--- src/rtl/cpu_pkg.sv ---
// Shared widths and FSM encoding for the CPU memory block.
package cpu_pkg;
    localparam int DATA_W = 8;
    localparam int ADDR_W = 4;

    typedef enum logic [1:0] {
        RUN  = 2'd0,
        PROG = 2'd1,
        DONE = 2'd2
    } state_t;
endpackage

--- src/rtl/ram16x8.sv ---
// Word store: one synchronous write port, one combinational read port, no reset.
module ram16x8
    import cpu_pkg::*;
#(
    parameter int DATA_W = cpu_pkg::DATA_W,
    parameter int ADDR_W = cpu_pkg::ADDR_W
) (
    input  logic              clk,
    input  logic              we,
    input  logic [ADDR_W-1:0] waddr,
    input  logic [DATA_W-1:0] wdata,
    input  logic [ADDR_W-1:0] raddr,
    output logic [DATA_W-1:0] rdata
);
    logic [DATA_W-1:0] mem [2**ADDR_W];

    always_ff @(posedge clk) begin
        if (we) mem[waddr] <= wdata;
    end

    assign rdata = mem[raddr];
endmodule

--- src/rtl/memory_unit.sv ---
// CPU RAM with MAR, bus interface and a streaming program loader.
module memory_unit
    import cpu_pkg::*;
#(
    parameter int DATA_W = cpu_pkg::DATA_W,
    parameter int ADDR_W = cpu_pkg::ADDR_W
) (
    input  logic              clk,
    input  logic              rst,
    input  logic [DATA_W-1:0] bus_in,
    output logic [DATA_W-1:0] bus_out,
    output logic              bus_oe,
    input  logic              lm,
    input  logic              ro,
    input  logic              ri,
    input  logic              prog_en,
    input  logic [DATA_W-1:0] prog_data,
    input  logic              prog_valid,
    output logic              prog_ready,
    output logic              prog_done,
    output logic [ADDR_W-1:0] mar,
    output logic              err
);
    state_t            state, state_nxt;
    logic [ADDR_W-1:0] load_cnt;
    logic              run, accept, we;
    logic [ADDR_W-1:0] waddr;
    logic [DATA_W-1:0] wdata, rdata;

    // Reset masks every control input in its own cycle, including writes.
    assign run    = (state == RUN) && !rst;
    assign accept = (state == PROG) && prog_valid && !rst;

    always_ff @(posedge clk) begin
        if (rst) state <= RUN;
        else     state <= state_nxt;
    end

    always_comb begin
        state_nxt = state;
        case (state)
            RUN:     if (prog_en) state_nxt = PROG;
            PROG: begin
                if (!prog_en)                 state_nxt = RUN;
                else if (accept && &load_cnt) state_nxt = DONE;
            end
            DONE:    if (!prog_en) state_nxt = RUN;
            default: state_nxt = RUN;
        endcase
    end

    // Loader and CPU never both write: they are active in disjoint states.
    always_comb begin
        we    = 1'b0;
        waddr = mar;
        wdata = bus_in;
        if (accept) begin
            we    = 1'b1;
            waddr = load_cnt;
            wdata = prog_data;
        end else if (run && ri && !ro) begin
            we = 1'b1;
        end
    end

    always_ff @(posedge clk) begin
        if (rst) begin
            mar      <= '0;
            load_cnt <= '0;
            err      <= 1'b0;
        end else begin
            if (run && lm)      mar <= bus_in[ADDR_W-1:0];
            if (run && ro && ri) err <= 1'b1;
            // Holding the count at 0 throughout RUN makes every PROG entry start at 0.
            if (state == RUN)   load_cnt <= '0;
            else if (accept)    load_cnt <= load_cnt + ADDR_W'(1);
        end
    end

    ram16x8 #(.DATA_W(DATA_W), .ADDR_W(ADDR_W)) u_ram (
        .clk   (clk),
        .we    (we),
        .waddr (waddr),
        .wdata (wdata),
        .raddr (mar),
        .rdata (rdata)
    );

    assign bus_oe     = run && ro;
    assign bus_out    = bus_oe ? rdata : '0;
    assign prog_ready = (state == PROG) && !rst;
    assign prog_done  = (state == DONE) && !rst;
endmodule

--- config.mk ---
export PLATFORM = sky130hd
export DESIGN_NAME = memory_unit
export DESIGN_NICKNAME = d
export VERILOG_FILES = /design/src/rtl/cpu_pkg.sv /design/src/rtl/ram16x8.sv /design/src/rtl/memory_unit.sv
export SDC_FILE = /design/constraint.sdc
export NUM_CORES = 1
export LEC_CHECK = 0
export ABC_AREA = 1
export BUFFER_PORTS_ARGS = -buffer_cell sky130_fd_sc_hd__buf_2
export CORE_ASPECT_RATIO = 0.6
export CORE_MARGIN = 2
export CORE_UTILIZATION = 26
export DETAILED_ROUTE_END_ITERATION = 10
export SETUP_SLACK_MARGIN = 0.15
export SLEW_MARGIN = 15
export SYNTH_ARGS = -nofsm -noshare
export SYNTH_HDL_FRONTEND = slang
export SYNTH_HIERARCHICAL = 1
export SYNTH_SLANG_ARGS = --single-unit
--- constraint.sdc ---
create_clock -name clk -period 5.3 [get_ports clk]
set_input_delay 0.795 -clock clk [delete_from_list [all_inputs] [get_ports clk]]
set_output_delay 0.795 -clock clk [all_outputs]
set_load 0.01 [all_outputs]
### After elaboration in Yosys (flattened, before gate mapping)

Memories as Yosys holds them, arrays and structs flattened. A register that Yosys moved wholly into a read port is not among the register bits.
Cells that the tools add are included.

| word-level totals | value |
|---|---|
| register bits | 11 |
| input port bits | 23 |
| output and inout bits | 16 |
| word-level logic and storage cells | 42 |
| memories | 1 |
| memory bits (writable) | 128 |

Memory list:

| memory | depth | width | read ports | clocked after memory_dff | write ports | RTL line | RTL |
|---|---|---|---|---|---|---|---|
| u_ram.mem | 16 | 8 | 1 | 1 | 1 | ram16x8.sv:15 | `logic [DATA_W-1:0] mem [2**ADDR_W];` |

| cells by class | value |
|---|---|
| eq/ne operators | 5 |
| multiplexer cells | 14 |
| reductions and logical operators | 17 |
| add/subtract/negate cells | 1 |

Operators by type and width:

| operator | count |
|---|---|
| $mux 8 | 2 |
| $mux 4 | 3 |
| $logic_and 1x1->1 | 11 |
| $mux 2 | 4 |
| $pmux 2 s3 | 1 |
| $add 4x1->4 const B | 1 |
| $mux 1 | 4 |
| $ne 2x2->1 const B | 2 |
| $reduce_and 4->1 | 1 |
| $ne 3x2->1 const B | 1 |
| $reduce_and 3->1 | 1 |
| $eq 2x1->1 const B | 1 |
| $eq 2x2->1 const B | 1 |
| $logic_not 1->1 | 2 |
| $logic_not 2->1 | 1 |
| $reduce_or 2->1 | 1 |

### Logic depth before layout (Yosys ltp)

| depth | value |
|---|---|
| word-level depth | 8 |
| mapped depth | 10 |
| gate-level depth less buffers | 9 |

### Hierarchy

The synthesis kept the hierarchy.

Modules (own cells, without submodules):

| module | seq. area each (um^2) | cells an instance | area each (um^2) | times used |
|---|---|---|---|---|
| ram16x8 | 3843.7 | 543 | 5606.6 | 1 |
| memory_unit | 220.2 | 120 | 718.2 | 1 |

### Worst setup path after synthesis

No wires, ideal clock.

| timing | value |
|---|---|
| path type | input to register |
| start point | input rst |
| end point | memory u_ram.mem[12][0] (enable) |
| arrival | 2.029 ns |
| setup slack | 2.901 ns |
| data required time | 4.930 ns |
| buffers on the path | 1 |
| stages on the path | 6 |
| setup time | 0.370 ns |
| cell sequence | inv_2 > nand4_4 > buf_6 > o21ai_0 > nand3_1 > nor2_1 |

| between the ends | value |
|---|---|
| elaborated cells on any way between the ends | 10 |
| those cells by class | mux: 5; reduce/logical: 5 |

RTL lines:

| what | RTL line | RTL |
|---|---|---|
| start, declared | memory_unit.sv:9 | `input logic rst,` |
| $logic_not 1->1 | memory_unit.sv:32 | `assign accept = (state == PROG) && prog_valid && !rst;` |
| $logic_and 1x1->1 | memory_unit.sv:32 |  |
| $mux 4 | memory_unit.sv:57 | `if (accept) begin` |
| via waddr[3] | memory_unit.sv:27 | `logic [ADDR_W-1:0] waddr;` |
| end, declared | ram16x8.sv:15 |  |

The timed path passes the listed nets, and every way through them passes these cells.

==> impl_metrics.csv <==
group,metric,value,unit
logic_synthesis,syn_area,6325,µm²
logic_synthesis,synth-warning-count,6,
global_route,grt_pass1_wl,24790,µm
clock_network,clock-sinks,139,
logic_synthesis,synth_top_cells_by_count,"nand2_1, edfxtp_1, inv_1",
global_route,grt_overflow,0,
worst_setup_path,worstSetupStartpointType,"register",
clock_network,ctsLongestPathBuffers,2,
global_route,grt_pass1_vias,4128,
clock_network,ctsHoldBuffers,0,
die,rows,44,
logic_synthesis,synthCells,663,
cells_and_area,post-route-util,0.3047,
place,preCtsSetupSlack,2.036,ns
timing,postLayoutSetupSlackWorst,1.906,ns
power_and_ir_drop,clkPwrFrac,0.443,
hold_path,min_to,"err",
power_and_ir_drop,power_density,349.0,nW/µm²
clock_network,clock_latency,0.41,ns
flow_run,drv_cap,0,
worst_setup_path,reg2reg_depth,7,
logic_synthesis,synthArstFlopShare,0,
place,place.gp.congestion,0.7937,
detailed_routing,ant_nets,0,
cells_and_area,nets,720,
die,die_h,124.8,µm
timing,min_period,3.394,ns
timing,setup_viol,0,
cells_and_area,diodes,0,
cells_and_area,areaGrowthSynthToFinish,15.91,%
detailed_routing,drtPass1Iterations,5,
power_and_ir_drop,p_int,1918,µW
logic_synthesis,post_synth.cell_area_avg,9.540,µm²
logic_synthesis,yosysTopAreaCell,"edfxtp_1",
timing,tns,0,ns
worst_setup_path,r2r_slack,2.52,ns
worst_setup_path,reg2reg_from,"state[0]",
detailed_routing,via_count,4536,
hold_path,holdPathStages,2,
clock_network,cts_tree,"yes",
die,io_pins,39,
detailed_routing,drc_errors,0,
die,fp.dieW,205.4,µm
place,dp_hpwl,10560,µm
die,dieArea,25630,µm²
die,core_area,24060,µm²
cells_and_area,drive_gt1_frac,0.1199,
hold_path,hp-start,"err",
power_and_ir_drop,combPwrFrac,0.080,
worst_setup_path,cp.required,4.51,ns
detailed_routing,totalWireLength,16260,µm
clock_network,postCtsSetupBuffers,0,
timing,fin_crit_sh,0.6404,
clock_network,clkTransAtPathRegs,0.06,ns
power_and_ir_drop,switching_share,0.2503,
logic_synthesis,ys_seq_elements,139,
logic_synthesis,ys_top_cells_by_area,"edfxtp_1, nand2_1, nand3_1",
detailed_routing,drt-wirelength-per-cell,15.77,µm
timing,finalMaxSlewViolations,0,
detailed_routing,vias_per_cell,4.400,
timing,worst_pin_slew,1.163,ns
power_and_ir_drop,irDropWorstVdd,240.7,µV
cells_and_area,stdcell_area,7331,µm²
power_and_ir_drop,p_leak,0.003088,µW
worst_setup_path,setup.worst_path.start,"mar[0]",
timing,rsz0062_at_grt,"false",
place,placed_area,6766,µm²
worst_setup_path,r2r_end,"u_ram/mem[12][7]",
logic_synthesis,synth_edf_count,128,
logic_synthesis,yosysSeqAreaShare,0.6425,
worst_setup_path,end_kind,"primary output",
hold_path,hold_class,"register to register",
global_route,grt_start_max_net_pins,68,
worst_setup_path,cp.arrival,2.60,ns
timing,max-slew-margin-rel,0.2249,
logic_synthesis,synth_ff_type,"edfxtp_1",
global_route,antenna_found_initial,0,
power_and_ir_drop,power,2559,µW
clock_network,numCtsBuffers,17,
power_and_ir_drop,p_seq_frac,0.477,
worst_setup_path,cp_max_fo,64,
timing,fmax,0.2946,GHz
timing,fin_skew,0.007839,ns
logic_synthesis,synth_cell_types,22,
logic_synthesis,synth.most_common_cell,"nand2_1",
timing,final-hold-violation-count,0,
place,io_buffers,38,
clock_network,cts-root-buf,"clkbuf_16",
clock_network,post_cts_resized,0,
power_and_ir_drop,power_switching,640.3,µW
logic_synthesis,synth_fp_nets,687,
global_route,gr-usage-all-layers,0.1317,
worst_setup_path,critPathKind,"register to primary output",
outcome,status,"completed",
logic_synthesis,yosysTopAreaCellShare,0.6077,
die,initial_utilization,0.2629,
clock_network,htreeDepth,4,
detailed_routing,drtIter0Drc,459,
## worst max-delay path: stages, from the launching register on
cell	delay (ns)
dfxtp_2	0.32
inv_2	0.81
nand2_1	0.12
nand2_1	0.13
nand2_1	0.06
nand3_1	0.20
nand3_1	0.11
nand2_1	0.13
inv_1	0.06
nor2_1	0.10
buf_2	0.14
## flip-flops by register name (all words and copies together) (netlist names)
register / count
err: 1
load_cnt: 4
mar: 4
u_ram/mem: 128
state: 2
## stage by stage
step	instances	hold slack, ns
finish	1031	0.4593
global route	1031	0.5039
floorplan	663	0.4680
CTS	1031	0.4588
global placement	999	0.4609
detailed placement	999	0.4502
## cell usage in the layout (no fill, tap or decap), drive strengths merged, types with 6 or more instances in the layout
cell type  count
o21ai         12
a21oi          6
clkbuf        17
inv          130
nand2        209
dfxtp         11
buf           41
nor2          33
nand3        105
edfxtp       128
## layer usage
metal	routed length [µm]	vias up	GRT usage
met5	0	-	0
met4	121	0	0.03174
met3	994	12	0.02381
met1	8524	2190	0.2105
li1	-	2195	-
met2	6622	139	0.1798
## power groups by stage
| stage | registers [µW] | logic (µW) | clock network [µW] |
|---|---|---|---|
| 2_1_floorplan | 1240 | 132 | 0 |
| 3_3_place_gp | 1240 | 201 | 0 |
| 3_5_place_dp | 1240 | 203 | 0 |
| 4_1_cts | 1220 | 204 | 1150 |
| 5_1_grt | 1220 | 226 | 1200 |
| 6_report | 1220 | 205 | 1130 |
## layout make-up
| cell class | count | area [µm²] |
|---|---|---|
| Sequential cell | 139 | 4065 |
| Tap cell | 322 | 402.9 |
| Clock inverter | 15 | 138.9 |
| Timing Repair Buffer | 41 | 212.7 |
| Multi-Input combinational cell | 373 | 1620 |
| Inverter | 124 | 465.4 |
| Fill cell | 2434 | 16730 |
| Clock buffer | 17 | 425.4 |
## how the worst max path moves through the flow
| stage | end |
|---|---|
| after floorplan | u_ram/mem[12][0] |
| after global placement | u_ram/mem[8][6] |
| after detailed placement | u_ram/mem[12][6] |
| after CTS | bus_out[5] |
| after global routing | bus_out[6] |
| final | bus_out[7] |
## kinds of logic (layout without fill, tap and decap cells)
group	after synthesis	after routing	share of synthesized area
adders and majority gates	1	1	0.001978
and+or+nand+nor	352	352	0.2350
xor gates and xnor gates	1	1	0.001385
DFF	139	139	0.6425
buffers and inverters	151	197	0.1037
AOI/OAI and AO/OA	19	19	0.01543
No activity file was read; power rests on OpenSTA's default activity.
